**src/rtl/quad_decoder8b_pkg.sv**
```systemverilog
// Shared types and phase helpers for the quadrature decoder.
package qdec_pkg;

  typedef enum logic {
    INIT,
    RUN
  } state_t;

  localparam logic [1:0] PH0 = 2'b00;
  localparam logic [1:0] PH1 = 2'b01;
  localparam logic [1:0] PH2 = 2'b11;
  localparam logic [1:0] PH3 = 2'b10;

  // Forward successor in the Gray sequence 00 -> 01 -> 11 -> 10 -> 00.
  function automatic logic [1:0] next_phase(input logic [1:0] ph);
    case (ph)
      PH0:     return PH1;
      PH1:     return PH2;
      PH2:     return PH3;
      default: return PH0;
    endcase
  endfunction

endpackage

```
**src/rtl/quad_decoder8b_sync_ff.sv**
```systemverilog
// One-bit multi-stage synchronizer with synchronous reset.
module sync_ff #(
  parameter int unsigned SYNC_STAGES = 2
) (
  input  logic clk,
  input  logic rst,
  input  logic d_i,
  output logic q_o
);

  logic [SYNC_STAGES-1:0] ff_q;

  always_ff @(posedge clk) begin
    if (rst) begin
      ff_q <= '0;
    end else begin
      ff_q <= {ff_q[SYNC_STAGES-2:0], d_i};
    end
  end

  assign q_o = ff_q[SYNC_STAGES-1];

endmodule

```
**src/rtl/quad_decoder8b.sv**
```systemverilog
// x4 quadrature decoder with wrapping position counter.
// Optional sticky illegal-transition flag enabled by `define QDEC_ERR_EN.
module quad_decoder8b
  import qdec_pkg::*;
#(
  parameter int unsigned WIDTH       = 8,
  parameter int unsigned SYNC_STAGES = 2
) (
  input  logic             clk,
  input  logic             rst,
  input  logic             a,
  input  logic             b,
  output logic [WIDTH-1:0] q,
  output logic             dir,
  output logic             step,
  output logic             err
);

  localparam int unsigned CW = $clog2(SYNC_STAGES + 1);
  localparam logic [CW-1:0] CNT_LAST = CW'(SYNC_STAGES);

  logic             as, bs;
  logic [1:0]       ph;
  state_t           state_q, state_d;
  logic [CW-1:0]    cnt_q, cnt_d;
  logic [1:0]       prev_q, prev_d;
  logic [WIDTH-1:0] q_q, q_d;
  logic             dir_q, dir_d;
  logic             step_q, step_d;

  sync_ff #(.SYNC_STAGES(SYNC_STAGES)) u_sync_a (
    .clk (clk),
    .rst (rst),
    .d_i (a),
    .q_o (as)
  );

  sync_ff #(.SYNC_STAGES(SYNC_STAGES)) u_sync_b (
    .clk (clk),
    .rst (rst),
    .d_i (b),
    .q_o (bs)
  );

  assign ph = {as, bs};

  always_ff @(posedge clk) begin
    if (rst) begin
      state_q <= INIT;
      cnt_q   <= '0;
      prev_q  <= PH0;
      q_q     <= '0;
      dir_q   <= 1'b1;
      step_q  <= 1'b0;
    end else begin
      state_q <= state_d;
      cnt_q   <= cnt_d;
      prev_q  <= prev_d;
      q_q     <= q_d;
      dir_q   <= dir_d;
      step_q  <= step_d;
    end
  end

  always_comb begin
    state_d = state_q;
    cnt_d   = cnt_q;
    prev_d  = prev_q;
    q_d     = q_q;
    dir_d   = dir_q;
    step_d  = 1'b0;
    case (state_q)
      INIT: begin
        // Let the synchronizers fill before taking the first phase as reference.
        if (cnt_q == CNT_LAST) begin
          prev_d  = ph;
          state_d = RUN;
        end else begin
          cnt_d = cnt_q + 1'b1;
        end
      end
      default: begin
        prev_d = ph;
        if (ph == next_phase(prev_q)) begin
          q_d    = q_q + 1'b1;
          dir_d  = 1'b1;
          step_d = 1'b1;
        end else if (prev_q == next_phase(ph)) begin
          q_d    = q_q - 1'b1;
          dir_d  = 1'b0;
          step_d = 1'b1;
        end
      end
    endcase
  end

`ifdef QDEC_ERR_EN
  logic illegal;
  logic err_q;

  always_comb begin
    illegal = (state_q == RUN) && ((ph ^ prev_q) == 2'b11);
  end

  always_ff @(posedge clk) begin
    if (rst) begin
      err_q <= 1'b0;
    end else if (illegal) begin
      err_q <= 1'b1;
    end
  end

  assign err = err_q;
`else
  assign err = 1'b0;
`endif

  assign q    = q_q;
  assign dir  = dir_q;
  assign step = step_q;

endmodule
```
**config.mk**
```make
export PLATFORM = sky130hd
export DESIGN_NAME = quad_decoder8b
export DESIGN_NICKNAME = d
export VERILOG_FILES = /design/src/rtl/quad_decoder8b_pkg.sv /design/src/rtl/quad_decoder8b_sync_ff.sv /design/src/rtl/quad_decoder8b.sv
export SDC_FILE = /design/constraint.sdc
export NUM_CORES = 1
export LEC_CHECK = 0
export ABC_AREA = 0
export BUFFER_PORTS_ARGS = -buffer_cell sky130_fd_sc_hd__buf_2
export CORE_MARGIN = 2
export CORE_UTILIZATION = 45
export DETAILED_ROUTE_END_ITERATION = 6
export GPL_TIMING_DRIVEN = 0
export HOLD_SLACK_MARGIN = 0.1
export PLACE_DENSITY = 0.71
export SETUP_SLACK_MARGIN = 0.3
export SYNTH_ARGS = -nofsm -noshare
export SYNTH_HDL_FRONTEND = slang
export SYNTH_HIERARCHICAL = 1
export SYNTH_SLANG_ARGS = --single-unit
```
**constraint.sdc**
```tcl
create_clock -name clk -period 4.45 [get_ports clk]
set_clock_uncertainty 0.1 [all_clocks]
set_input_delay 0 -clock clk [delete_from_list [all_inputs] [get_ports clk]]
set_output_delay 0 -clock clk [all_outputs]
set_load 0.01 [all_outputs]
```
# Word level (Yosys, flattened, before mapping)
# Index checks and enable logic that the tools add are counted.
[word_totals]
input_bits = 4
reg_bits = 19
word_cells = 42
output_inout_bits = 11
[op_classes]
n_addsub = 3
mux = 15
n_reduce_logical = 7
n_bitwise = 2
n_eq_ne = 7
[op_table]
columns = ["op", "count"]
rows = [
  ["$mux W8", 2],
  ["$pmux W2 S3", 2],
  ["$mux W2", 5],
  ["$add A8 B1 Y8 const B", 1],
  ["$sub A8 B1 Y8 const B", 1],
  ["$eq A2 B2 Y1 const B", 3],
  ["$mux W1", 6],
  ["$eq A2 B1 Y1 const B", 2],
  ["$eq A2 B2 Y1", 2],
  ["$logic_not A2 Y1", 2],
  ["$reduce_and A2 Y1", 2],
  ["$reduce_bool A2 Y1", 2],
  ["$add A2 B1 Y2 const B", 1],
  ["$not A1 Y1", 2],
  ["$reduce_or A2 Y1", 1],
]

# Depth between registers and ports, before layout
[logic_depth]
depth_word = 9
depth_mapped = 8
depth_no_buf = 8

# By module
# Netlist, hierarchy kept.
[modules_own_cells]
columns = ["mod", "cells_each", "seq_area_each_um2", "instances", "area_each_um2"]
rows = [
  ["quad_decoder8b", 94, 300.3, 1, 868.3],
  ["sync_ff", 4, 40.0, 2, 52.6],
]

# Worst setup path before layout
# OpenSTA, ideal clock, no wires.
[synth_timing]
path_kind = "register to register"
from = "register u_sync_a.ff_q[1]"
to = "register q_q[7] (netlist: q[7])"
synth_period_minus_slack_ns = 2.466
required_time_ns = 4.229
setup_time_ns = 0.121
path_stages_with_launch = 9
path_slack_ns = 1.984
path_buffers = 0
arrival_time_ns = 2.245
cell_sequence = "dfxtp_1 xnor2_2 nand2_1 ha_1 o211ai_1 o21ai_0 a31oi_1 mux2i_1 mux2_2"
[synth_between]
elab_chain_len = 7
elab_cells_between_ends = 11
cone_classes = "eq/ne (4); mux (4); reduce/logical (3)"
[synth_rtl]
columns = ["item", "line", "rtl"]
rows = [
  ["start, declared", "quad_decoder8b_sync_ff.sv:11", "logic [SYNC_STAGES-1:0] ff_q;"],
  ["start signal, assigned", "quad_decoder8b_sync_ff.sv:17", "ff_q <= {ff_q[SYNC_STAGES-2:0], d_i};"],
  ["$eq A2 B2 Y1 (tied with other cells)", "quad_decoder8b_pkg.sv:16", "case (ph)"],
  ["$pmux W2 S3", "quad_decoder8b_pkg.sv:16", ""],
  ["$mux W2", "quad_decoder8b.sv:84", "if (ph == next_phase(prev_q)) begin"],
  ["$mux W2", "quad_decoder8b.sv:72", "case (state_q)"],
  ["$eq A2 B2 Y1", "quad_decoder8b.sv:88", "end else if (prev_q == next_phase(ph)) begin"],
  ["$reduce_bool A2 Y1 (no source line)", "--", ""],
  ["$reduce_and A2 Y1 (no source line)", "--", ""],
  ["end signal, assigned", "quad_decoder8b.sv:59", "q_q <= q_d;"],
  ["end, declared", "quad_decoder8b.sv:27", "logic [WIDTH-1:0] q_q, q_d;"],
]
# Several ways; a longest one is shown, not always the timed one. The select of a mux whose other input is x is not followed.
# A chain may end at the register's enable or synchronous reset.

# Final worst setup path
# Same ends and word-level chain as after synthesis.

==> results by group <==
Final layout
  • Layout cells sized above 1: 0.2049
  • Nets: 135
  • Area growth syn-to-layout: 16.07%
  • Multi-input gate area: between 500 and 600 µm²
  • # fillers: 192
  • Ant. Diodes: 0
  • Register area: around 380 µm²
  • Finished Layout Cells: about 150

Flow run
  • Max_cap viols: 0

Die
  • Die Y: slightly above 50 µm
  • Full die area: around 2600 µm²
  • Boundary pin count: 15
  • Die width: slightly above 50 µm
  • Row count: 16
  • Core Area: 2002 µm²
  • Initial core utilization: 0.4863

Setup path
  • FF-to-FF path depth: 8
  • CP startpoint: u_sync_a/ff_q[1]
  • Critical path class: flip-flop to flip-flop
  • CP bufs+invs: 0
  • FF-to-FF setup slack: ~1700 ps
  • Crit path max fanout: 7
  • Startpoint Class: flip-flop
  • Delay-heaviest family, CP: compound AO/OA/AOI/OAI gates
  • Slowest CP cell: ha_1
  • Critical Path End: q[7]
  • Max stage delay on crit path: 370 ps
  • R2R Path End: q[7]
  • Total stage count of the critical path: 8
  • CP cell instances: xnor2_2 > nand2_1 > ha_1 > a211oi_1 > o21ai_0 > a31oi_1 > mux2i_1 > mux2_2
  • Crit path DAT: between 2000 and 3000 ps
  • Worst r2r src: u_sync_a/ff_q[1]
  • CP required: ~4600 ps
  • Element type at the critical path end: flip-flop

GRT
  • Pin count of the biggest net entering global routing: 12
  • Vias in the first global route: just under 700
  • Global route total overflow: 0
  • Initial antenna violation count: 0
  • First-pass GRT wire length: between 2 and 3 mm
  • GR Util All Layers: 0.1445

Placed design
  • Hpwl dp: between 1 and 1.5 mm
  • I/O Buffers: 13
  • Gpl congestion: approximately 0.75
  • Cells after DPL: 142

CTS
  • CTS HTree Levels: 1
  • Clk buf depth: 2
  • Worst-path clk slew: between 100 and 150 ps
  • CTS tree: done
  • Clock root cell: clkbuf_4
  • CTS Buf Count: 3
  • Post-CTS Resized: 0
  • Clock latency on the worst-skew pair: around 300 ps
  • Clk sink count: 19

Routing
  • DRC Markers: 0
  • Initial DRT Pass Iterations: 4
  • Final ANT Viol Nets: 0
  • DR WL/cell: 10.89 µm
  • DR iter-0 viols: 6
  • Via/cell ratio: 5.020
  • Vias: approximately 750
  • Final wirelength: about 1.6 mm

STA
  • F_max: between 300 and 400 MHz
  • Final TNS setup: 0 ps
  • Period utilization: 0.6166
  • Hold_ws: roughly 340 ps
  • RSZ-0062 raised after global routing: false
  • Final setup viols: 0
  • Slew Limit Fails: 0
  • Fin crit period: about 2700 ps
  • Final Hold Vio Count: 0

Synth
  • Largest area contributor in the netlist: dfxtp_1
  • Mapped Area: 973.4 µm²
  • Syn nets: ~110
  • Seq cells post-synth: 19
  • Count leader, synth: dfxtp_1
  • Post-Synthesis Cells: about 100
  • Seq/Total Area, Yosys: 0.3907
  • Post-synth EDFFs: 0
  • Post-synth ARST share: 0
  • Main area contributors after synthesis: dfxtp_1 39%, ha_1 9.0%, a21oi_1 5.1%
  • Synth top area share: 0.3907
  • Post-synth cell types: 32
  • Ys Warns: 6
  • Synthesized area per cell: 9.543 µm²
  • Post-synth top flop: dfxtp_1
  • Commonest cells in the netlist: 19 x dfxtp_1, 12 x nor2_1, 10 x a21oi_1

Power and ir drop
  • Power per Cell Area: about 410 nW/µm²
  • Overall power: around 0.47 mW
  • VDD IR max: 0.2404 mV
  • Leak: between 0.5 and 0.6 nW

Worst hold path
  • Min-delay src: b
  • Min-Delay Path Class: primary input to flip-flop

Run status
  • Status: finished, final reports clean
## registers in the layout (all words and copies together) (netlist names)
name	count
step	1
dir	1
prev_q	2
u_sync_a/ff_q	2
cnt_q	2
u_sync_b/ff_q	2
q	8
state_q	1
## layout make-up
| class | instances | area share |
|---|---|---|
| plain buffers | 4 | 0.01772 |
| clock buffers | 3 | 0.01993 |
| clock inverters | 1 | 0.004430 |
| inverters | 2 | 0.006645 |
| multi-input cells | 77 | 0.5006 |
| flip-flops and latches | 19 | 0.3367 |
| well taps | 27 | 0.02990 |
| repair buffers | 16 | 0.08416 |
## where the power goes
part	internal [mW]	total, mW	switching (mW)
logic	0.0786	0.170	0.0916
registers	0.193	0.208	0.0152
clock network	0.0335	0.0890	0.0555
## what timing repair did
item                      CTS  global route
hold buffers                3             0
hold endpoints to repair    6             0
setup buffers               0             0
## tightest hold or removal path, cell delays in order
cell           delay (ps)
dlygate4sd3_1         510
buf_2                  90
nor2b_1               110
## layer usage
metal / routed length, µm / up-vias / share of wire / global-route usage
li1: - / 395 / - / -
met3: 42 / 4 / 0.026 / 0.02679
met4: 24 / 0 / 0.015 / 0.06757
met2: 775 / 11 / 0.48 / 0.2522
met5: 0 / - / 0 / 0
met1: 780 / 338 / 0.48 / 0.1698
## logic make-up (layout without fill, tap and decap cells)
group	count (synthesis)	after routing	share of synthesized area
AO/OA/AOI/OAI	25	25	0.1555
XOR/XNOR	9	9	0.1041
adder cells (fa/ha/maj)	8	8	0.1105
buffers and inverters	6	26	0.02827
flip-flops	19	19	0.3907
multiplexers	5	5	0.05270
other	1	1	0.003852
AND/OR/NAND/NOR	29	29	0.1542
## how the worst min path moves through the flow
stage / to / depth (start not counted) / slack, ps
floorplan: u_sync_a/ff_q[0] / 1 / -30
global placement: u_sync_a/ff_q[0] / 2 / 110
detailed placement: u_sync_a/ff_q[0] / 2 / 120
CTS: u_sync_a/ff_q[1] / 3 / 330
global route: u_sync_b/ff_q[1] / 1 / 360
finish: u_sync_b/ff_q[0] / 3 / 340
## stage by stage
| stage | cell area, µm² | util | setup slack [ps] |
|---|---|---|---|
| after global routing | 1130 | 0.5644 | 1437 |
| after detailed placement | 1072 | 0.5356 | 1720 |
| final | 1130 | 0.5644 | 1706 |
| after global placement | 1072 | 0.5356 | 1718 |
| after floorplan | 973.4 | - | 1984 |
| after CTS | 1130 | 0.5644 | 1685 |
## placed cells by master (no fill, tap or decap), types with 4 or more instances in the layout
cell,instances
dfxtp_1,19
buf_2,14
nor2_1,12
a21oi_1,10
ha_1,7
nand2_1,5
nor2b_1,5
o21ai_0,5
mux2i_1,4
Note: power is estimated with default switching activity, not from simulation.
